`src/rtl/sar_search.sv`:
```
// Successive-approximation search engine: drives a trial value into an external
// magnitude comparator and resolves the comparator's other operand MSB first.
module sar_search #(
    parameter int WIDTH = 4
) (
    input  logic             clk,
    input  logic             rst_n,
    input  logic             start,
    input  logic             alb,
    input  logic             aeb,
    input  logic             agb,
    output logic [WIDTH-1:0] trial,
    output logic             busy,
    output logic             done,
    output logic [WIDTH-1:0] result,
    output logic             found,
    output logic             err
);

    localparam int KW = (WIDTH > 1) ? $clog2(WIDTH) : 1;
    localparam logic [WIDTH-1:0] ONE = WIDTH'(1);
    localparam logic [WIDTH-1:0] MSB = ONE << (WIDTH - 1);

    typedef enum logic {
        IDLE,
        PROBE
    } state_t;

    state_t           state;
    logic [KW-1:0]    k;
    logic [WIDTH-1:0] bit_mask;
    logic [WIDTH-1:0] kept;
    logic [WIDTH-1:0] next_trial;
    logic             one_hot;

    // The bit under test is dropped when the trial overshoots; the next lower
    // bit is then tentatively set for the following probe.
    always_comb begin
        bit_mask   = ONE << k;
        kept       = agb ? (trial & ~bit_mask) : trial;
        next_trial = kept | (bit_mask >> 1);
        one_hot    = ( alb & ~aeb & ~agb) |
                     (~alb &  aeb & ~agb) |
                     (~alb & ~aeb &  agb);
    end

    always_ff @(posedge clk) begin
        if (!rst_n) begin
            state  <= IDLE;
            k      <= '0;
            trial  <= '0;
            busy   <= 1'b0;
            done   <= 1'b0;
            result <= '0;
            found  <= 1'b0;
            err    <= 1'b0;
        end else begin
            done <= 1'b0;
            case (state)
                IDLE: begin
                    trial <= '0;
                    if (start) begin
                        state  <= PROBE;
                        trial  <= MSB;
                        k      <= KW'(WIDTH - 1);
                        busy   <= 1'b1;
                        result <= '0;
                        found  <= 1'b0;
                        err    <= 1'b0;
                    end
                end
                PROBE: begin
                    // Corrupt flags abort immediately and outrank an exact match.
                    if (!one_hot) begin
                        state  <= IDLE;
                        trial  <= '0;
                        busy   <= 1'b0;
                        done   <= 1'b1;
                        result <= '0;
                        found  <= 1'b0;
                        err    <= 1'b1;
                    end else if (aeb) begin
                        state  <= IDLE;
                        trial  <= '0;
                        busy   <= 1'b0;
                        done   <= 1'b1;
                        result <= trial;
                        found  <= 1'b1;
                    end else if (k == '0) begin
                        state  <= IDLE;
                        trial  <= '0;
                        busy   <= 1'b0;
                        done   <= 1'b1;
                        result <= kept;
                        found  <= 1'b0;
                    end else begin
                        trial <= next_trial;
                        k     <= k - KW'(1);
                    end
                end
                default: begin
                    state <= IDLE;
                    trial <= '0;
                    busy  <= 1'b0;
                end
            endcase
        end
    end

endmodule
```
`config.mk`:
```
export PLATFORM = sky130hd
export DESIGN_NAME = sar_search
export DESIGN_NICKNAME = d
export VERILOG_FILES = /design/src/rtl/sar_search.sv
export SDC_FILE = /design/constraint.sdc
export NUM_CORES = 1
export LEC_CHECK = 0
export BUFFER_PORTS_ARGS = -buffer_cell sky130_fd_sc_hd__buf_4
export CAP_MARGIN = 10
export CELL_PAD_IN_SITES_DETAIL_PLACEMENT = 1
export CELL_PAD_IN_SITES_GLOBAL_PLACEMENT = 1
export CORE_MARGIN = 1
export CORE_UTILIZATION = 35
export CTS_BUF_LIST = sky130_fd_sc_hd__clkbuf_4
export DETAILED_ROUTE_END_ITERATION = 10
export GPL_TIMING_DRIVEN = 0
export PLACE_DENSITY_LB_ADDON = 0.1
export SLEW_MARGIN = 10
export SYNTH_ARGS = -nofsm -noshare
export SYNTH_HDL_FRONTEND = slang
export SYNTH_SLANG_ARGS = --single-unit
export TNS_END_PERCENT = 20
```
`constraint.sdc`:
```
create_clock -name clk -period 2.9 [get_ports clk]
set_input_delay 0.145 -clock clk [delete_from_list [all_inputs] [get_ports clk]]
set_output_delay 0.145 -clock clk [all_outputs]
set_load 0.05 [all_outputs]
```
* Word-level counts from Yosys, hierarchy flattened
Cells that the tools add are included.
Storage, ports and cells: flip-flop bits (word level) 15, input bits 6, output and inout port bits 12, logic and storage cells 71
Operators by class: add/subtract/negate cells 1, equal/unequal tests 6, shift-type cells 1, multiplexer cells 35, bitwise operators 15, reduce and logical (&&, ||, !) cells 5
Operators with widths (count):
- 2-to-1 mux 4 bit | 9
- case mux 4 bit (2 select lines) | 2
- 2-to-1 mux 1 bit | 15
- 2-to-1 mux 2 bit | 4
- != test 2 bit (second input constant) | 4
- case mux 1 bit (2 select lines) | 4
- AND 1 bit | 6
- AND reduction 2 bit | 3
- AND 4 bit | 1
- != test 4 x 3 -> 1 bit (second input constant) | 1
- inverter 1 bit | 4
- inverter 4 bit | 1
- bitwise OR 4 x 3 -> 4 bit | 1
- case mux 2 bit (2 select lines) | 1
- AND reduction 4 bit | 1
- << shifter 1 x 2 -> 4 bit (first input constant) | 1
- zero test 2 bit | 1
- != test 2 x 1 -> 1 bit (second input constant) | 1
- bitwise OR 1 bit | 2
- subtractor 2 x 1 -> 2 bit (second input constant) | 1

* Logic depth before layout (Yosys ltp)
Gate-level depths: netlist of run 1.
depth in word-level cells 9, gate-level depth with buffers 6, depth with buffers taken out 6

* Worst setup path after synthesis of run 1
No wires, ideal clock.
kind register to register, start point register k[0], end point register result[1], setup time 0.072 ns, arrival 1.468 ns, required time 2.828 ns, path slack 1.360 ns, cell stages (with the launch flop) 7, buffers on the path 0, period minus slack after synthesis 1.540 ns, cell sequence dfxtp_1 inv_1 ha_1 or3b_1 o22ai_2 nand2_1 a21oi_1
On the way: longest elaborated chain between the ends 8, elaborated cells on any way between the ends 11
Ends and longest elaborated chain:
- start: declaration | RTL line 30 | logic [KW-1:0] k;
- start signal: assignment | RTL line 65 | k <= KW'(WIDTH - 1);
- start signal: assignment | RTL line 98 | k <= k - KW'(1);
- << shifter 1 x 2 -> 4 bit | RTL line 39 | bit_mask = ONE << k;
- inverter 4 bit | RTL line 40 | kept = agb ? (trial & ~bit_mask) : trial;
- AND 4 bit | RTL line 40
- 2-to-1 mux 4 bit | RTL line 40
- 2-to-1 mux 4 bit | RTL line 89 | end else if (k == '0) begin
- 2-to-1 mux 4 bit | RTL line 82 | end else if (aeb) begin
- 2-to-1 mux 4 bit | RTL line 74 | if (!one_hot) begin
- case mux 4 bit (2 select lines) | RTL line 59 | case (state)
- end signal: assignment | RTL line 87 | result <= trial;
- end signal: assignment | RTL line 94 | result <= kept;
- end: declaration | RTL line 15 | output logic [WIDTH-1:0] result,
Several ways; a longest one is shown, not always the timed one. The select of a mux whose other input is x is not followed. A chain may end at the register's enable or synchronous reset.

* Worst setup path after layout of run 1
start point register k[0], end point register result[3]
The elaborated chain is that of the path after synthesis.

==> metrics.md, run 1 <==
| Metric | Value |
|---|---|
| Status | `complete, no violations` |
| Fmax | `581.5 MHz` |
| Switching Share | `30.37%` |
| Max Cap Viol | `0` |
| Setup CP Type | `reg2reg` |
| Max VDD drop | `305.9 µV` |
| Mean Syn Cell Area | `8.773 µm²` |
| Drt total wl | `1693 µm` |
| Initial Utilization | `37.63%` |
| Port bufs | `15` |
| CP max-delay cell | `dfxtp_1` |
| Share of total power in combinational logic | `20.9%` |
| Die width | `48.16 µm` |
| Clock slew at reported path FFs | `90 ps` |
| Num CTS Buffers | `3` |
| Number of distinct library cells after synthesis | `29` |
| Most frequent cell after synthesis | `dfxtp_1` |
| M1 GR Usage | `25.17%` |
| Final setup fails | `0` |
| RSZ-0062 raised after global routing | `false` |
| Asr flop ratio synth | `0%` |
| Vias in the first global route | `584` |
| Synth area leaders | `dfxtp_1 40%, a21oi_1 8.7%, ha_1 6.7%` |
| # clock sinks | `15` |
| DR pass1 iterations | `4` |
| DRC Markers | `0` |
| Routed len/inst | `12.92 µm` |
| Slowest stage delay, CP | `420 ps` |
| P&R area growth vs syn | `23.32%` |
| Sequential Power Share | `51.6%` |
| Total grt overflow | `0` |
| Worst-margin pin slew | `407.3 ps` |
| Synth top cells by count | `15 x dfxtp_1, 13 x a21oi_1, 10 x nand2_1` |
| Vert. Die Dim | `48.16 µm` |
| Fin crit share | `59.30%` |
| Initial DRC Count | `8` |
| Leakage | `0.0003777 µW` |
| Syn nets | `95` |
| Via Count | `659` |
| Clk_lat worst skew | `280 ps` |
| Worst Skew | `1.859 ps` |
| Setup TNS | `0 ps` |
| CTS root buf | `clkbuf_4` |
| Io pins | `18` |
| Pre-CTS WS | `1164 ps` |
| Met3 GRT Util | `3.333%` |
| Worst Path Required | `3110 ps` |
| Met2 Use GR | `26.13%` |
| Fin. max-slew vios | `0` |
| Share of cells above drive strength 1 | `24.04%` |
| CP Cell Sequence | `inv_1 > ha_1 > or3b_1 > o22ai_2 > nand2_1 > a21oi_1` |
| CTS max path bufs | `2` |
| Mapped cell area | `745.7 µm²` |
| Worst setup EP type | `register` |
| Worst-path maximum fanout | `6` |
| DR vias/cell | `5.031` |
| Share of the synthesized area in the top cell type | `40.27%` |
| Hold-fix buffers, CTS | `0` |
| H-tree levels | `1` |
| Global-route wire length before repair | `2739 µm` |
| Post_cts resized | `0` |
| Yosys Warn Count | `0` |
| Sw power | `129.9 µW` |
| Final Hold Vio Count | `0` |
| Clock power share | `27.5%` |
| Nets | `115` |
| Ys flop type | `dfxtp_1` |
| Internal power | `297.9 µW` |
| Fin area | `919.6 µm²` |
| Detail Route Antenna Nets | `0` |
| Die area | `0.002319 mm²` |
| Initial antenna violation count | `0` |
| GRT Total Usage | `17.38%` |
| Hold crit path type | `in2reg` |
| Yosys reg bits | `15` |
| Core Footprint | `0.001982 mm²` |
| Cell taking the most area after synthesis | `dfxtp_1` |
| Fin worst setup slack | `1180 ps` |
| N_diodes | `0` |
| Post-DP HPWL | `1345 µm` |
| Gr busiest metal | `met2` |
| Critical path arrival | `1930 ps` |
| Cell count after synthesis | `85` |
| Setup crit start kind | `register` |
| Normalized max-slew margin | `72.85%` |
| RD Place Congestion | `0.7262` |
| Period minus WS final | `1720 ps` |
| Setup Buffers After CTS | `0` |
| CTS tree | `built` |
| Seq/Total Area, Yosys | `40.27%` |
| Rows | `16` |
| Placed inst area | `892.1 µm²` |
| Post-synth EDFFs | `0` |
| Largest net degree at the start of global routing | `11` |
| Power Density | `465.3 mW/mm²` |
==> worst max-delay path: cells and delay by family (launching register included) <==
family | cells | cell delay (ps)
DFF | 1 | 420
and+or+nand+nor | 2 | 470
AOI/OAI and AO/OA | 2 | 380
adders and majority gates | 1 | 280
buffers and inverters | 1 | 90
==> stage by stage <==
step | std cells | total power, µW | utilization (%) | hold slack, ps
after floorplan | 85 | 290.0 | - | 274.0
after global placement | 127 | 314.1 | 45.01 | 440.3
after detailed placement | 127 | 315.8 | 45.01 | 445.4
after CTS | 131 | 435.3 | 46.40 | 144.3
after global routing | 131 | 456.9 | 46.40 | 139.6
final | 131 | 427.9 | 46.40 | 153.8
==> flip-flops by register name (all words and copies together), names as in the netlist <==
| register | flops |
|---|---|
| done | 1 |
| err | 1 |
| k | 2 |
| state | 1 |
| busy | 1 |
| trial | 4 |
| result | 4 |
| found | 1 |
==> layout make-up <==
cell class              instances  area (µm²)
fillers                       237        1062
flip-flops and latches         15       300.3
clock buffers                   3       22.52
plain buffers                   4       27.53
multi-input cells              62       402.9
clock inverters                 1       5.005
inverters                       4       15.01
repair buffers                 15       112.6
well taps                      27       33.78
==> per-layer routing <==
metal | vias up | wire, µm
li1 | 346 | -
met1 | 300 | 850
met2 | 11 | 787
met3 | 2 | 46
met4 | 0 | 9
met5 | - | 0
==> cells in the final DEF (no fill, tap or decap), types with 2 or more instances in the layout <==
cell type | synthesis | layout
nand3_1 | 2 | 2
nand4_1 | 5 | 5
or3b_1 | 2 | 2
o22ai_1 | 2 | 2
clkbuf_4 | 0 | 3
xnor2_1 | 2 | 2
ha_1 | 4 | 4
dfxtp_1 | 15 | 15
buf_4 | 1 | 16
nand2_1 | 10 | 10
o31ai_1 | 2 | 2
a21oi_1 | 13 | 13
and3_1 | 2 | 2
nor2_1 | 7 | 7
inv_1 | 3 | 3
==> final timing paths <==
check,from,to,slack [ps],cells past startpoint
min reg2reg,result[0],result[0],460,2
min,rst_n,k[0],150,3
max reg2reg,k[0],result[3],1180,6
max,k[0],result[3],1180,6
==> cell families (layout without fill, tap and decap cells) <==
kind of cell / after synthesis / in the layout / synth area share (%)
AOI/OAI and AO/OA: 22 / 22 / 18.12
xor gates and xnor gates: 3 / 3 / 4.531
adders and majority gates: 4 / 4 / 6.712
buffers and inverters: 8 / 27 / 5.703
DFF: 15 / 15 / 40.27
muxes: 1 / 1 / 1.342
and+or+nand+nor: 32 / 32 / 23.33
==> power by group through the flow <==
stage	Clock (µW)	Sequential, µW	Combinational (µW)
final	118	221	89.5
after global routing	137	222	98.3
after CTS	124	221	90.4
after detailed placement	0	226	89.9
after global placement	0	225	89.0
after floorplan	0	238	52.2
Power figures use the tool's default switching activity.
==> run 2: changes to the inputs <==
clock period = 1.5 ns   (was 2.9 ns; I/O delays follow)
==> run 2 against run 1 <==
Effect of this change: non-clock buffer count rose by 3; die area is the same; cell count is 2.3% higher; clock skew rose by 3.5 ps; critical path depth is the same; setup slack lost 1100 ps; wire length rose by 11%; maximum frequency grew 18%; core utilization up 2.9 points; count of clock-buffer cells in the layout did not move; hold slack got worse by 85 ps; sequential share of layout area down 1.3 points; critical path type unchanged; largest cell class unchanged.
==> metrics.md, run 2 (synthesis results as in run 1) <==
| Metric | Value |
|---|---|
| Initial antenna violation count | `0` |
| DR pass1 iterations | `4` |
| N_diodes | `0` |
| Initial DRC Count | `15` |
| FF-to-FF Start | `k[0]` |
| Worst Path Required | `1720 ps` |
| Rows | `16` |
| Worst-margin pin slew | `453.7 ps` |
| Most common cell after layout, fill and taps aside | `buf_4` |
| Power Density | `893.3 mW/mm²` |
| Critical path arrival | `1680 ps` |
| Detail Route Antenna Nets | `0` |
| Normalized max-slew margin | `69.75%` |
| CP top delay family | `simple AND/OR/NAND/NOR gates` |
| Crit path depth | `6` |
| Fill cells | `235` |
| Vert. Die Dim | `48.16 µm` |
| Worst setup EP type | `register` |
| Hold crit path type | `in2reg` |
| Global-route wire length before repair | `2904 µm` |
| Hold Path Stages | `3` |
| Worst-path maximum fanout | `6` |
| Share of cells above drive strength 1 | `33.64%` |
| Total grt overflow | `0` |
| Fin worst setup slack | `40.56 ps` |
| Io pins | `18` |
| CTS tree | `built` |
| # clock sinks | `15` |
| DR vias/cell | `5.127` |
| Drt total wl | `1883 µm` |
| Slowest stage delay, CP | `380 ps` |
| CTS root buf | `clkbuf_4` |
| RSZ-0062 raised after global routing | `true` |
| Max VDD drop | `457.9 µV` |
| Final core utilization | `49.31%` |
| Largest net degree at the start of global routing | `11` |
| Max Cap Viol | `0` |
| Worst Skew | `5.380 ps` |
| Port bufs | `15` |
| Clk_lat worst skew | `280 ps` |
| Final setup fails | `0` |
| RD Place Congestion | `0.7707` |
| Fin crit share | `97.30%` |
| Num CTS Buffers | `3` |
| Setup crit start kind | `register` |
| Reg2reg path depth | `6` |
| Area of the multi-input gates | `429.2 µm²` |
| Crit path buf inv count | `1` |
| P&R area growth vs syn | `31.04%` |
| Worst setup path start | `k[0]` |
| Routed len/inst | `14.05 µm` |
| Die area | `0.002319 mm²` |
| Hold-fix buffers, CTS | `0` |
| Fin. max-slew vios | `0` |
| Crit path to | `result[3]` |
| Final Hold Vio Count | `0` |
| Core Footprint | `0.001982 mm²` |
| Flip-flop and latch area | `306.5 µm²` |
| Pre-CTS WS | `-135.4 ps` |
| Via Count | `687` |
| Initial Utilization | `37.63%` |
| Fmax | `685.2 MHz` |
| Post-DP HPWL | `1369 µm` |
| CP max-delay cell | `or3b_4` |
| Status | `complete, no violations` |
| Period minus WS final | `1459 ps` |
| DRC Markers | `0` |
| Nets | `118` |
| CP Cell Sequence | `inv_4 > ha_4 > or3b_4 > o22ai_4 > nand2_1 > a21oi_2` |
| Die width | `48.16 µm` |
| H-tree levels | `1` |
| Leakage | `0.0003964 µW` |
| Worst R2R End | `result[3]` |
| Setup CP Type | `reg2reg` |
| Clock slew at reported path FFs | `90 ps` |
| Vias in the first global route | `618` |
| CTS max path bufs | `2` |
| Register-to-register setup slack | `40 ps` |
| GRT Total Usage | `18.84%` |
| Hold_ws | `69.23 ps` |
| Biggest regs | `result: 4 flops, trial: 4 flops, k: 2 flops` |
| Most frequent cells in the layout | `19 x buf_4, 12 x a21oi_1, 12 x dfxtp_1, 10 x nand2_1, 7 x nor2_1` |
-- run 2: cell types whose count changed in the layout (fill, tap and decap cells not counted), sizes merged --
| cell | previous run | this run |
|---|---|---|
| buf | 18 | 21 |
-- run 2: routing by layer --
layer  share of wire [%]  vias to the layer above  global-route usage, %  routed length [µm]
li1                    -                      350                      -                   -
met1                  49                      324                  25.11                 916
met2                  48                       11                  30.40                 909
met3                 2.6                        2                  3.333                  49
met4                0.37                        0                  6.667                   7
met5                   0                        -                      0                   0
-- run 2: metrics by stage --
stage | total power [µW] | setup TNS [ps] | area (µm²) | std cells
floorplan | 562.5 | 0 | 749.5 | 85
finish | 872.9 | 0 | 977.2 | 134
global placement | 609.5 | -351.2 | 895.9 | 127
CTS | 871.3 | 0 | 954.7 | 132
detailed placement | 613.9 | -547.4 | 895.9 | 127
global route | 936.7 | -102.2 | 977.2 | 134
-- run 2: how the worst min path moves through the flow --
| stage | end | start |
|---|---|---|
| 6_report | k[0] | rst_n |
| 5_1_grt | k[0] | rst_n |
| 4_1_cts | k[0] | rst_n |
| 3_5_place_dp | k[0] | rst_n |
| 3_3_place_gp | k[0] | rst_n |
| 2_1_floorplan | k[0] | rst_n |
-- run 2: what timing repair did --
| action | in CTS | in global routing |
|---|---|---|
| cloned | 0 | 0 |
| resized for setup | 6 | 4 |
| pin swaps | 1 | 7 |
| buffers inserted | 1 | 2 |
| endpoints found under the setup margin | 5 | 8 |
-- run 2: report_power, final --
group          switching, µW  internal, µW  leakage [µW]
Clock                    140          98.9     0.0000177
Sequential              13.7           414      0.000124
Combinational            122          84.8      0.000255
Total                    275           598      0.000396
-- run 2: cell type report --
class / count / share of cell area [%]
clock buffers: 3 / 2.305
multi-input cells: 62 / 43.92
well taps: 27 / 3.457
plain buffers: 4 / 2.817
repair buffers: 18 / 13.83
inverters: 4 / 1.793
clock inverters: 1 / 0.5122
flip-flops and latches: 15 / 31.37
-- run 2: worst register-to-register path, cell delays in order (launching register included) --
cell and delay (ps):
dfxtp_4 370, inv_4 40, ha_4 160, or3b_4 380, o22ai_4 220, nand2_1 100
a21oi_2 120
